**config.mk**
```make
export PLATFORM = sky130hd
export DESIGN_NAME = spi_xfer_arb
export DESIGN_NICKNAME = d
export VERILOG_FILES = /design/src/rtl/spi_xfer_arb.sv
export SDC_FILE = /design/constraint.sdc
export NUM_CORES = 1
export LEC_CHECK = 0
export CAP_MARGIN = 20
export CELL_PAD_IN_SITES_DETAIL_PLACEMENT = 0
export CELL_PAD_IN_SITES_GLOBAL_PLACEMENT = 2
export CORE_MARGIN = 2
export CORE_UTILIZATION = 22
export DETAILED_ROUTE_END_ITERATION = 16
export HOLD_SLACK_MARGIN = 0.12
export PLACE_DENSITY = 0.91
export SYNTH_ARGS = -nofsm -noshare
export SYNTH_HDL_FRONTEND = slang
export SYNTH_SLANG_ARGS = --single-unit
```
**constraint.sdc**
```tcl
create_clock -name clk_shift -period 4.75 [get_ports clk_shift]
set_input_delay 0.7125 -clock clk_shift [delete_from_list [all_inputs] [get_ports clk_shift]]
set_output_delay 0.7125 -clock clk_shift [all_outputs]
set_load 0.03 [all_outputs]
```
**src/rtl/spi_xfer_arb.sv**
```systemverilog
// Round-robin arbiter and transfer sequencer that shares one spi_shift engine between NREQ requesters.
// Build option: define SPI_XFER_AUTO_SS_EN to drive ss_n from the grant instead of ss_manual.
module spi_xfer_arb #(
   parameter int NREQ  = 2,
   parameter int DIV_W = 8
) (
   input  logic                  clk_shift,
   input  logic                  rst_n,
   input  logic [NREQ-1:0]       req,
   input  logic [NREQ*5-1:0]     cfg_len,
   input  logic [NREQ-1:0]       cfg_lsb,
   input  logic [NREQ-1:0]       cfg_rxneg,
   input  logic [NREQ-1:0]       cfg_txneg,
   input  logic [NREQ*DIV_W-1:0] cfg_div,
   input  logic [NREQ*32-1:0]    wdata,
   input  logic [NREQ-1:0]       ss_manual,
   output logic [NREQ-1:0]       gnt,
   output logic [NREQ-1:0]       done,
   output logic [31:0]           rdata,
   output logic                  busy,
   output logic [NREQ-1:0]       ss_n,
   output logic [3:0]            sh_latch,
   output logic [31:0]           sh_byte_sel,
   output logic [31:0]           sh_p_in,
   output logic [4:0]            sh_len,
   output logic                  sh_lsb,
   output logic                  sh_rx_negedge,
   output logic                  sh_tx_negedge,
   output logic                  sh_go,
   output logic                  sh_pos_edge,
   output logic                  sh_neg_edge,
   output logic                  s_clk,
   input  logic                  sh_tip,
   input  logic [31:0]           sh_p_out,
   output logic [2:0]            dbg_state
);

   // Handshake: req[i] is a level held until done[i]; done[i] is a one-cycle pulse and
   // rdata is valid from that cycle until the next completion. gnt[i] is held LOAD..DONE.

   localparam int IW = (NREQ > 1) ? $clog2(NREQ) : 1;

   typedef enum logic [2:0] {
      S_IDLE  = 3'd0,
      S_LOAD  = 3'd1,
      S_GO    = 3'd2,
      S_RUN   = 3'd3,
      S_FLUSH = 3'd4,
      S_DONE  = 3'd5
   } state_e;

   state_e              state_q, state_d;
   logic [IW-1:0]       sel_q, sel_d;
   logic [IW-1:0]       ptr_q, ptr_d;
   logic [NREQ-1:0]     gnt_q, gnt_d;
   logic [4:0]          len_q, len_d;
   logic                lsb_q, lsb_d;
   logic                rxneg_q, rxneg_d;
   logic                txneg_q, txneg_d;
   logic [DIV_W-1:0]    div_q, div_d;
   logic [DIV_W-1:0]    dcnt_q, dcnt_d;
   logic                sclk_q, sclk_d;
   logic                pos_q, pos_d;
   logic                neg_q, neg_d;
   logic                tip_q, tip_d;
   logic                tip_seen_q, tip_seen_d;
   logic [2:0]          wd_q, wd_d;
   logic [31:0]         rdata_q, rdata_d;
   logic [NREQ-1:0]     ss_n_q, ss_n_d;

   logic                win_found;
   logic [IW-1:0]       win_idx;
   logic [IW-1:0]       cand_idx;
   int                  cand;
   int                  wi;
   logic                tip_fall;
   logic                div_step;

   // Round-robin search starting at ptr_q and wrapping.
   always_comb begin
      win_found = 1'b0;
      win_idx   = '0;
      cand      = 0;
      cand_idx  = '0;
      for (int i = 0; i < NREQ; i++) begin
         cand = int'(ptr_q) + i;
         if (cand >= NREQ) cand = cand - NREQ;
         cand_idx = cand[IW-1:0];
         if (!win_found && req[cand_idx]) begin
            win_found = 1'b1;
            win_idx   = cand_idx;
         end
      end
   end

   assign tip_fall = tip_q & ~sh_tip;

   always_comb begin
      state_d    = state_q;
      sel_d      = sel_q;
      ptr_d      = ptr_q;
      gnt_d      = gnt_q;
      len_d      = len_q;
      lsb_d      = lsb_q;
      rxneg_d    = rxneg_q;
      txneg_d    = txneg_q;
      div_d      = div_q;
      dcnt_d     = div_q;
      sclk_d     = 1'b0;
      pos_d      = 1'b0;
      neg_d      = 1'b0;
      tip_d      = sh_tip;
      tip_seen_d = tip_seen_q;
      wd_d       = wd_q;
      rdata_d    = rdata_q;
      div_step   = 1'b0;
      wi         = int'(win_idx);

      case (state_q)
         S_IDLE: begin
            if (win_found) begin
               sel_d          = win_idx;
               ptr_d          = (win_idx == IW'(NREQ - 1)) ? '0 : win_idx + IW'(1);
               gnt_d          = '0;
               gnt_d[win_idx] = 1'b1;
               len_d          = cfg_len[wi*5 +: 5];
               lsb_d          = cfg_lsb[win_idx];
               rxneg_d        = cfg_rxneg[win_idx];
               txneg_d        = cfg_txneg[win_idx];
               div_d          = cfg_div[wi*DIV_W +: DIV_W];
               state_d        = S_LOAD;
            end
         end
         S_LOAD: state_d = S_GO;
         S_GO: begin
            tip_seen_d = 1'b0;
            wd_d       = 3'd0;
            state_d    = S_RUN;
         end
         S_RUN: begin
            // A rising toggle after the engine finished would add a spurious pos_edge.
            div_step   = !(tip_fall && !sclk_q);
            tip_seen_d = tip_seen_q | sh_tip;
            if (tip_fall) begin
               state_d = S_FLUSH;
            end else if (!tip_seen_q && !sh_tip) begin
               if (wd_q == 3'd3) state_d = S_DONE;
               else wd_d = wd_q + 3'd1;
            end
         end
         S_FLUSH: begin
            div_step = sclk_q;
            if (!sclk_q) state_d = S_DONE;
            else if (dcnt_q == '0) state_d = S_DONE;
         end
         S_DONE: begin
            gnt_d   = '0;
            state_d = S_IDLE;
         end
         default: state_d = S_IDLE;
      endcase

      if (div_step) begin
         sclk_d = sclk_q;
         if (dcnt_q == '0) begin
            dcnt_d = div_q;
            sclk_d = ~sclk_q;
            pos_d  = ~sclk_q;
            neg_d  = sclk_q;
         end else begin
            dcnt_d = dcnt_q - DIV_W'(1);
         end
      end

      if (state_d == S_DONE && state_q != S_DONE) rdata_d = sh_p_out;
   end

`ifdef SPI_XFER_AUTO_SS_EN
   logic unused_ss_manual;
   assign unused_ss_manual = ^ss_manual;

   always_comb begin
      ss_n_d = '1;
      if (state_d != S_IDLE) ss_n_d[sel_d] = 1'b0;
   end
`else
   always_comb begin
      ss_n_d = ~ss_manual;
   end
`endif

   always_ff @(posedge clk_shift or negedge rst_n) begin
      if (!rst_n) begin
         state_q    <= S_IDLE;
         sel_q      <= '0;
         ptr_q      <= '0;
         gnt_q      <= '0;
         len_q      <= '0;
         lsb_q      <= 1'b0;
         rxneg_q    <= 1'b0;
         txneg_q    <= 1'b0;
         div_q      <= '0;
         dcnt_q     <= '0;
         sclk_q     <= 1'b0;
         pos_q      <= 1'b0;
         neg_q      <= 1'b0;
         tip_q      <= 1'b0;
         tip_seen_q <= 1'b0;
         wd_q       <= '0;
         rdata_q    <= '0;
         ss_n_q     <= '1;
      end else begin
         state_q    <= state_d;
         sel_q      <= sel_d;
         ptr_q      <= ptr_d;
         gnt_q      <= gnt_d;
         len_q      <= len_d;
         lsb_q      <= lsb_d;
         rxneg_q    <= rxneg_d;
         txneg_q    <= txneg_d;
         div_q      <= div_d;
         dcnt_q     <= dcnt_d;
         sclk_q     <= sclk_d;
         pos_q      <= pos_d;
         neg_q      <= neg_d;
         tip_q      <= tip_d;
         tip_seen_q <= tip_seen_d;
         wd_q       <= wd_d;
         rdata_q    <= rdata_d;
         ss_n_q     <= ss_n_d;
      end
   end

   assign gnt           = gnt_q;
   assign done          = (state_q == S_DONE) ? gnt_q : '0;
   assign rdata         = rdata_q;
   assign busy          = (state_q != S_IDLE);
   assign ss_n          = ss_n_q;
   assign sh_latch      = (state_q == S_LOAD) ? 4'b0001 : 4'b0000;
   assign sh_byte_sel   = (state_q == S_LOAD) ? 32'h0000_000F : 32'h0;
   assign sh_p_in       = (state_q == S_LOAD) ? wdata[int'(sel_q)*32 +: 32] : 32'h0;
   assign sh_len        = len_q;
   assign sh_lsb        = lsb_q;
   assign sh_rx_negedge = rxneg_q;
   assign sh_tx_negedge = txneg_q;
   assign sh_go         = (state_q == S_GO);
   assign sh_pos_edge   = pos_q;
   assign sh_neg_edge   = neg_q;
   assign s_clk         = sclk_q;
   assign dbg_state     = state_q;

endmodule

```
==> flow_summary_export.csv, run 1 <==
group,metric,value,unit
cts,cts_setup_buffers,0,
route,wl_per_cell,15.4,µm
sta,fin_skew,0.0114,ns
setup_path,worstPathRequired,4.04,ns
final_layout,fin_util,37.6,%
route,vias_per_cell,4.13,
floorplan,rows,48,
cts,clkTransAtPathRegs,0.06,ns
setup_path,crit_end,"sh_byte_sel[3]",
cts,post_cts_resized,0,
final_layout,drive_gt1_share,11.5,%
setup_path,r2r_slack,2.09,ns
cts,cts.path.max_buffers,2,
pwr,combPwrFrac,56.5,%
sta,period_share,69.8,%
yosys,synth_seq_area_share,46.3,%
setup_path,reg2reg_depth,7,
yosys,avgSynthCellArea,11.4,µm²
setup_path,slowest_delay,0.79,ns
yosys,ys_async_sr_fraction,100,%
pwr,swShare,40.6,%
yosys,synth.distinct_cells,40,
pwr,clkPwrFrac,15.5,%
route,antenna_left,0,
floorplan,die_width,138,µm
sta,finalWorstSetupSlack,1.44,ns
setup_path,crit_path_cell_trace,"or3b_2, inv_1, clkdlybuf4s50_1",
sta,period_minus_slack,3.31,ns
cts,cts-hold-fix-buffers,0,
place,post-place-ws,1.55,ns
floorplan,fp.coreArea,17400,µm²
yosys,yosys.area_share.adder,0.950,%
yosys,synth-xor-area-share,1.77,%
sta,drv_slew,0,
final_layout,fin_nets,698,
global_routing,antenna_found_initial,0,
cts,cts_buffers,9,
cts,ctsRootBufferMaster,"clkbuf_16",
sta,setup_viol,0,
place,portBuffers,225,
final_layout,synthToLayoutAreaGrowth,65.9,%
setup_path,crit_fanout,33,
yosys,synth_ff_type,"dfrtp_1",
final_layout,mostFrequentLayoutCell,"clkdlybuf4s50_1",
setup_path,timing.rr.start,"wd_q[0]",
pwr,p_leak,2.94,nW
global_routing,grt-ovfl-total,0,
final_layout,layout_common_cells,"224 x clkdlybuf4s50_1, 71 x dfrtp_1, 39 x nor2_1, 34 x mux2i_1, 31 x conb_1",
final_layout,diodes,0,
route,wl,12200,µm
cts,h-tree-depth,3,
floorplan,die_height,138,µm
pwr,p_sw,0.00164,W
sta,max_freq,0.302,GHz
sta,tightest_slew,1.01,ns
setup_path,worstSetupStartpointType,"flip-flop",
setup_path,worstPathArrival,2.60,ns
job,cap_violations,0,
pwr,p_per_area,615,nW/µm²
setup_path,timing.rr.end,"rdata[4]",
worst_hold_path,hp-class,"flip-flop to flip-flop",
global_routing,grt.total_usage,12.7,%
final_layout,finalNonFillerCells,790,
sta,hold_violations,0,
route,drt_iter0_drc,145,
route,first_pass_iters,4,
cts,cts_tree,"yes",
yosys,synth_top_family_by_area,"multiplexers",
floorplan,io_pins,257,
route,vias,3259,
place,dp_hpwl,9600,µm
pwr,power_frac_seq,28.0,%
floorplan,die_area,19000,µm²
global_routing,first_global_vias,3424,
cts,clkSinkCount,73,
setup_path,end_kind,"primary output",
route,drc,0,
place,dp_cells,773,
pwr,vdd_drop_max,0.309,mV
sta,rsz0062_at_grt,"false",
sta,slew_headroom,32.5,%
global_routing,grt_max_degree,74,
setup_path,cp_slowest_cell,"or3b_2",
floorplan,start_util,22.7,%
yosys,synthMuxAreaShare,22.9,%
cts,clkLatencyLatePin,0.33,ns
yosys,syn_area,3950,µm²
status,status,"complete, no violations",
yosys,synth-edff-count,0,
yosys,ys_ff_latch,73,
yosys,synthCells,345,
yosys,yosysWarnings,0,
final_layout,fillers,1713,
global_routing,grt_pass1_wl,18400,µm
place,gp_congestion,0.869,
yosys,synth_compound_area_share,7.06,%
pwr,intPower,0.00239,W
setup_path,crit_start,"dbg_state[0]",
setup_path,critPathKind,"flip-flop to primary output",
yosys,yosys.area_share.simple,9.15,%
sta,tns,0,ns
critical path: cells and delay by family (launching register included):
kind / cells / cell delay (ns)
buffers and inverters: 2 / 0.93
and+or+nand+nor: 1 / 0.79
DFF: 1 / 0.54
metal layers:
layer | track usage [%] | vias to the layer above | routed length (µm)
met5 | 0 | - | 0
met4 | 3.85 | 0 | 166
met3 | 3.80 | 14 | 717
met2 | 21.4 | 118 | 6250
met1 | 15.7 | 1569 | 5030
li1 | - | 1558 | -
through the flow:
step / total power [W] / area [µm²] / hold WS [ns]
after detailed placement: 0.00341 / 6250 / 0.480
after CTS: 0.00408 / 6530 / 0.499
after global placement: 0.00337 / 6250 / 0.471
after floorplan: 0.00257 / 4060 / 0.417
final: 0.00403 / 6550 / 0.501
after global routing: 0.00428 / 6550 / 0.517
cell families (layout without fill, tap and decap cells):
| logic type | count (synthesis) | count (layout) |
|---|---|---|
| flip-flops | 73 | 73 |
| multiplexers | 74 | 74 |
| XOR/XNOR | 8 | 8 |
| buffers and inverters | 81 | 271 |
| adder cells (fa/ha/maj) | 3 | 3 |
| AO/OA/AOI/OAI | 31 | 31 |
| other | 1 | 31 |
| AND/OR/NAND/NOR | 74 | 74 |
registers in the layout, indices dropped and copies added (netlist names):
signal         cells
dcnt_q             8
sh_neg_edge        1
sel_q              1
s_clk              1
sh_len             5
sh_tx_negedge      1
dbg_state          3
tip_seen_q         1
sh_pos_edge        1
tip_q              1
rdata             32
wd_q               3
sh_rx_negedge      1
gnt                2
ptr_q              1
ss_n               2
sh_lsb             1
div_q              8
Yosys cell counts, types with 3 or more instances:
library cell / n / area, µm²
dfrtp_1: 71 / 1780
nor2_1: 39 / 146
buf_4: 37 / 278
mux2i_1: 34 / 340
mux2_4: 30 / 450
inv_1: 26 / 97.6
a222oi_1: 16 / 160
clkbuf_1: 13 / 48.8
mux2_2: 10 / 113
nand2_1: 9 / 33.8
nor3_1: 5 / 25.0
nand2b_1: 4 / 25.0
xnor2_1: 4 / 35.0
xor2_1: 4 / 35.0
a22o_1: 3 / 26.3
and2_1: 3 / 18.8
buf_6: 3 / 33.8
ha_1: 3 / 37.5
nor2b_1: 3 / 18.8
worst min-delay path by stage:
stage,start,end,slack (ns),cells after the start
finish,sh_tx_negedge,sh_tx_negedge,0.50,2
global route,sh_len[1],sh_len[1],0.52,2
CTS,div_q[3],div_q[3],0.50,2
detailed placement,sh_tx_negedge,sh_tx_negedge,0.48,2
global placement,sh_len[3],sh_len[3],0.47,2
floorplan,rst_n,dbg_state[0],0.42,0
final cells by class:
cell class | instances | area [µm²] | share of cell area (%)
tap | 225 | 282 | 4.30
multi-input combinational | 221 | 1770 | 27.0
clock inverter | 2 | 12.5 | 0.191
inverter | 26 | 97.6 | 1.49
timing repair buffer | 229 | 2300 | 35.1
clock buffer | 14 | 264 | 4.03
sequential | 73 | 1830 | 27.9
power groups by stage:
stage	clock network, W	registers [W]	logic (W)
after floorplan	0	0.00146	0.00112
after global placement	0	0.00115	0.00221
after detailed placement	0	0.00116	0.00225
after CTS	0.000661	0.00116	0.00225
after global routing	0.000681	0.00117	0.00243
final	0.000626	0.00113	0.00228
Note: power is estimated with default switching activity, not from simulation.
==> inputs of run 2 (changes only) <==
- CORE_UTILIZATION: 22 -> 19
- PLACE_DENSITY: 0.91 -> 0.84
- clock period: 4.75 -> 3 ns (I/O delays scaled with it)
==> flow_summary_export.csv, run 2 (same netlist as run 1, synthesis figures left out) <==
group,metric,value,unit
cts,cts_buffers,9,
global_routing,grt.total_usage,11.1,%
place,portBuffers,225,
global_routing,grt-ovfl-total,0,
status,status,"complete, no violations",
final_layout,largest_reg_flops,32,
place,dpl_cell_area,6330,µm²
sta,tightest_slew,0.932,ns
setup_path,critPathKind,"flip-flop to primary output",
cts,clkSinkCount,73,
job,cap_violations,0,
global_routing,use_met1,14.0,%
cts,clkTransAtPathRegs,0.06,ns
setup_path,worstPathArrival,2.21,ns
sta,fin_skew,0.00654,ns
route,first_pass_iters,6,
setup_path,crit_fanout,33,
route,wl,12300,µm
cts,ctsRootBufferMaster,"clkbuf_16",
cts,h-tree-depth,3,
setup_path,end_kind,"primary output",
final_layout,diodes,0,
sta,tns,0,ns
floorplan,die_height,148,µm
final_layout,post-route-cell-area,6650,µm²
global_routing,met3_usage,2.79,%
pwr,p_per_area,980,nW/µm²
sta,rsz0062_at_grt,"false",
cts,clkLatencyLatePin,0.33,ns
cts,cts.path.max_buffers,2,
sta,setup_viol,0,
setup_path,critical_path_buf_inv_count,2,
pwr,power_frac_seq,26.6,%
sta,drv_slew,0,
route,antenna_left,0,
sta,max_freq,0.376,GHz
cts,cts-hold-fix-buffers,0,
sta,slew_headroom,37.9,%
final_layout,fin_nets,700,
final_layout,fillers,2082,
final_layout,drive_gt1_share,12.3,%
route,wl_per_cell,14.7,µm
floorplan,start_util,19.5,%
route,drc,0,
floorplan,die_width,148,µm
global_routing,grt_max_degree,74,
pwr,combPwrFrac,56.2,%
place,gp_congestion,0.785,
global_routing,busiest_layer,"met2",
final_layout,mostFrequentLayoutCell,"clkdlybuf4s50_1",
pwr,clkPwrFrac,17.2,%
global_routing,antenna_found_initial,0,
final_layout,layout_common_cells,"224 x clkdlybuf4s50_1, 71 x dfrtp_1, 39 x nor2_1, 34 x mux2i_1, 31 x conb_1",
cts,cts_tree,"yes",
setup_path,worst_path_dominant_cell_family,"buffers and inverters",
route,drt_iter0_drc,159,
final_layout,synthToLayoutAreaGrowth,68.3,%
pwr,vdd_drop_max,0.402,mV
floorplan,die_area,22000,µm²
place,dp_hpwl,9680,µm
setup_path,cp_slowest_cell,"clkdlybuf4s50_1",
floorplan,fp.coreArea,20300,µm²
route,vias,3308,
route,vias_per_cell,3.95,
global_routing,grt_util_met2,19.0,%
setup_path,slowest_delay,0.70,ns
sta,period_share,88.7,%
sta,period_minus_slack,2.66,ns
floorplan,io_pins,257,
floorplan,rows,52,
worst_hold_path,hp-class,"primary input to async pin",
global_routing,grt_pass1_wl,19300,µm
sta,hold_violations,0,
setup_path,crit_path_cell_trace,"or3b_4, inv_1, clkdlybuf4s50_1",
global_routing,first_global_vias,3420,
pwr,intPower,0.00387,W
pwr,swShare,40.6,%
setup_path,worstSetupStartpointType,"flip-flop",
pwr,p_leak,2.96,nW
pwr,p_sw,0.00265,W
setup_path,worstPathRequired,2.55,ns
==> run 2: cell types whose count changed in the layout (fill, tap and decap cells not counted) <==
cell / previous run / this run
clkbuf_1: 3 / 0
clkinv_2: 1 / 0
or3b_2: 2 / 1
or3b_4: 0 / 1
clkinv_4: 0 / 3
bufinv_16: 0 / 1
buf_4: 4 / 7
buf_16: 1 / 0
==> run 2: power groups by stage <==
stage	sequential [W]	combinational, W	clock, W
finish	0.00173	0.00366	0.00112
global route	0.00180	0.00387	0.00122
CTS	0.00174	0.00370	0.00118
detailed placement	0.00175	0.00368	0
global placement	0.00173	0.00362	0
floorplan	0.00231	0.00177	0
==> run 2: stage by stage <==
stage	hold slack (ns)	power, W	setup slack (ns)	utilization (%)	std cells
final	0.241	0.00651	0.340	32.7	837
after global routing	0.323	0.00690	0.243	32.7	837
after CTS	0.291	0.00661	0.0783	32.7	837
after detailed placement	0.481	0.00543	0.311	31.2	821
after global placement	0.473	0.00535	0.366	31.2	821
after floorplan	0.154	0.00407	0.549	-	375
==> run 2: repair_timing <==
action / 4_1_cts / 5_1_grt
setup buffers: 0 / 0
gates resized for setup: 0 / 1
setup endpoints to repair: 0 / 1
==> run 2: worst reg2reg max path, cell delays in order, from the launching register on <==
cell	delay (ns)
dfrtp_1	0.38
ha_1	0.17
ha_1	0.18
nand2b_1	0.09
a2111o_1	0.44
a32o_2	0.23
buf_4	0.29
mux2_4	0.40
==> run 2: worst paths after layout <==
kind	start	endpoint	slack, ns	cells after the start
min in group clk_shift	ptr_q	ptr_q	0.49	1
min reg2reg	ptr_q	ptr_q	0.49	1
max reg2reg	wd_q[0]	rdata[24]	0.71	7
min	rst_n	rdata[29]	0.24	1
max in group asynchronous	rst_n	ptr_q	2.13	1
max	dbg_state[1]	sh_byte_sel[1]	0.34	3
==> run 2: layer usage <==
layer  vias to the layer above  routed length, µm  share of wire, %
li1                       1566                  -                 -
met4                         0                176               1.4
met2                       113               6310                51
met5                         -                  0                 0
met1                      1617               5220                42
met3                        12                634               5.1
==> run 2: area by class of cell <==
class,count,area [µm²],share of cell area [%]
Sequential cell,73,1830,27.5
Tap cell,270,338,5.08
Multi-Input combinational cell,221,1770,26.6
Clock buffer,11,253,3.80
Timing Repair Buffer,231,2290,34.5
Inverter,26,97.6,1.47
Clock inverter,5,63.8,0.960
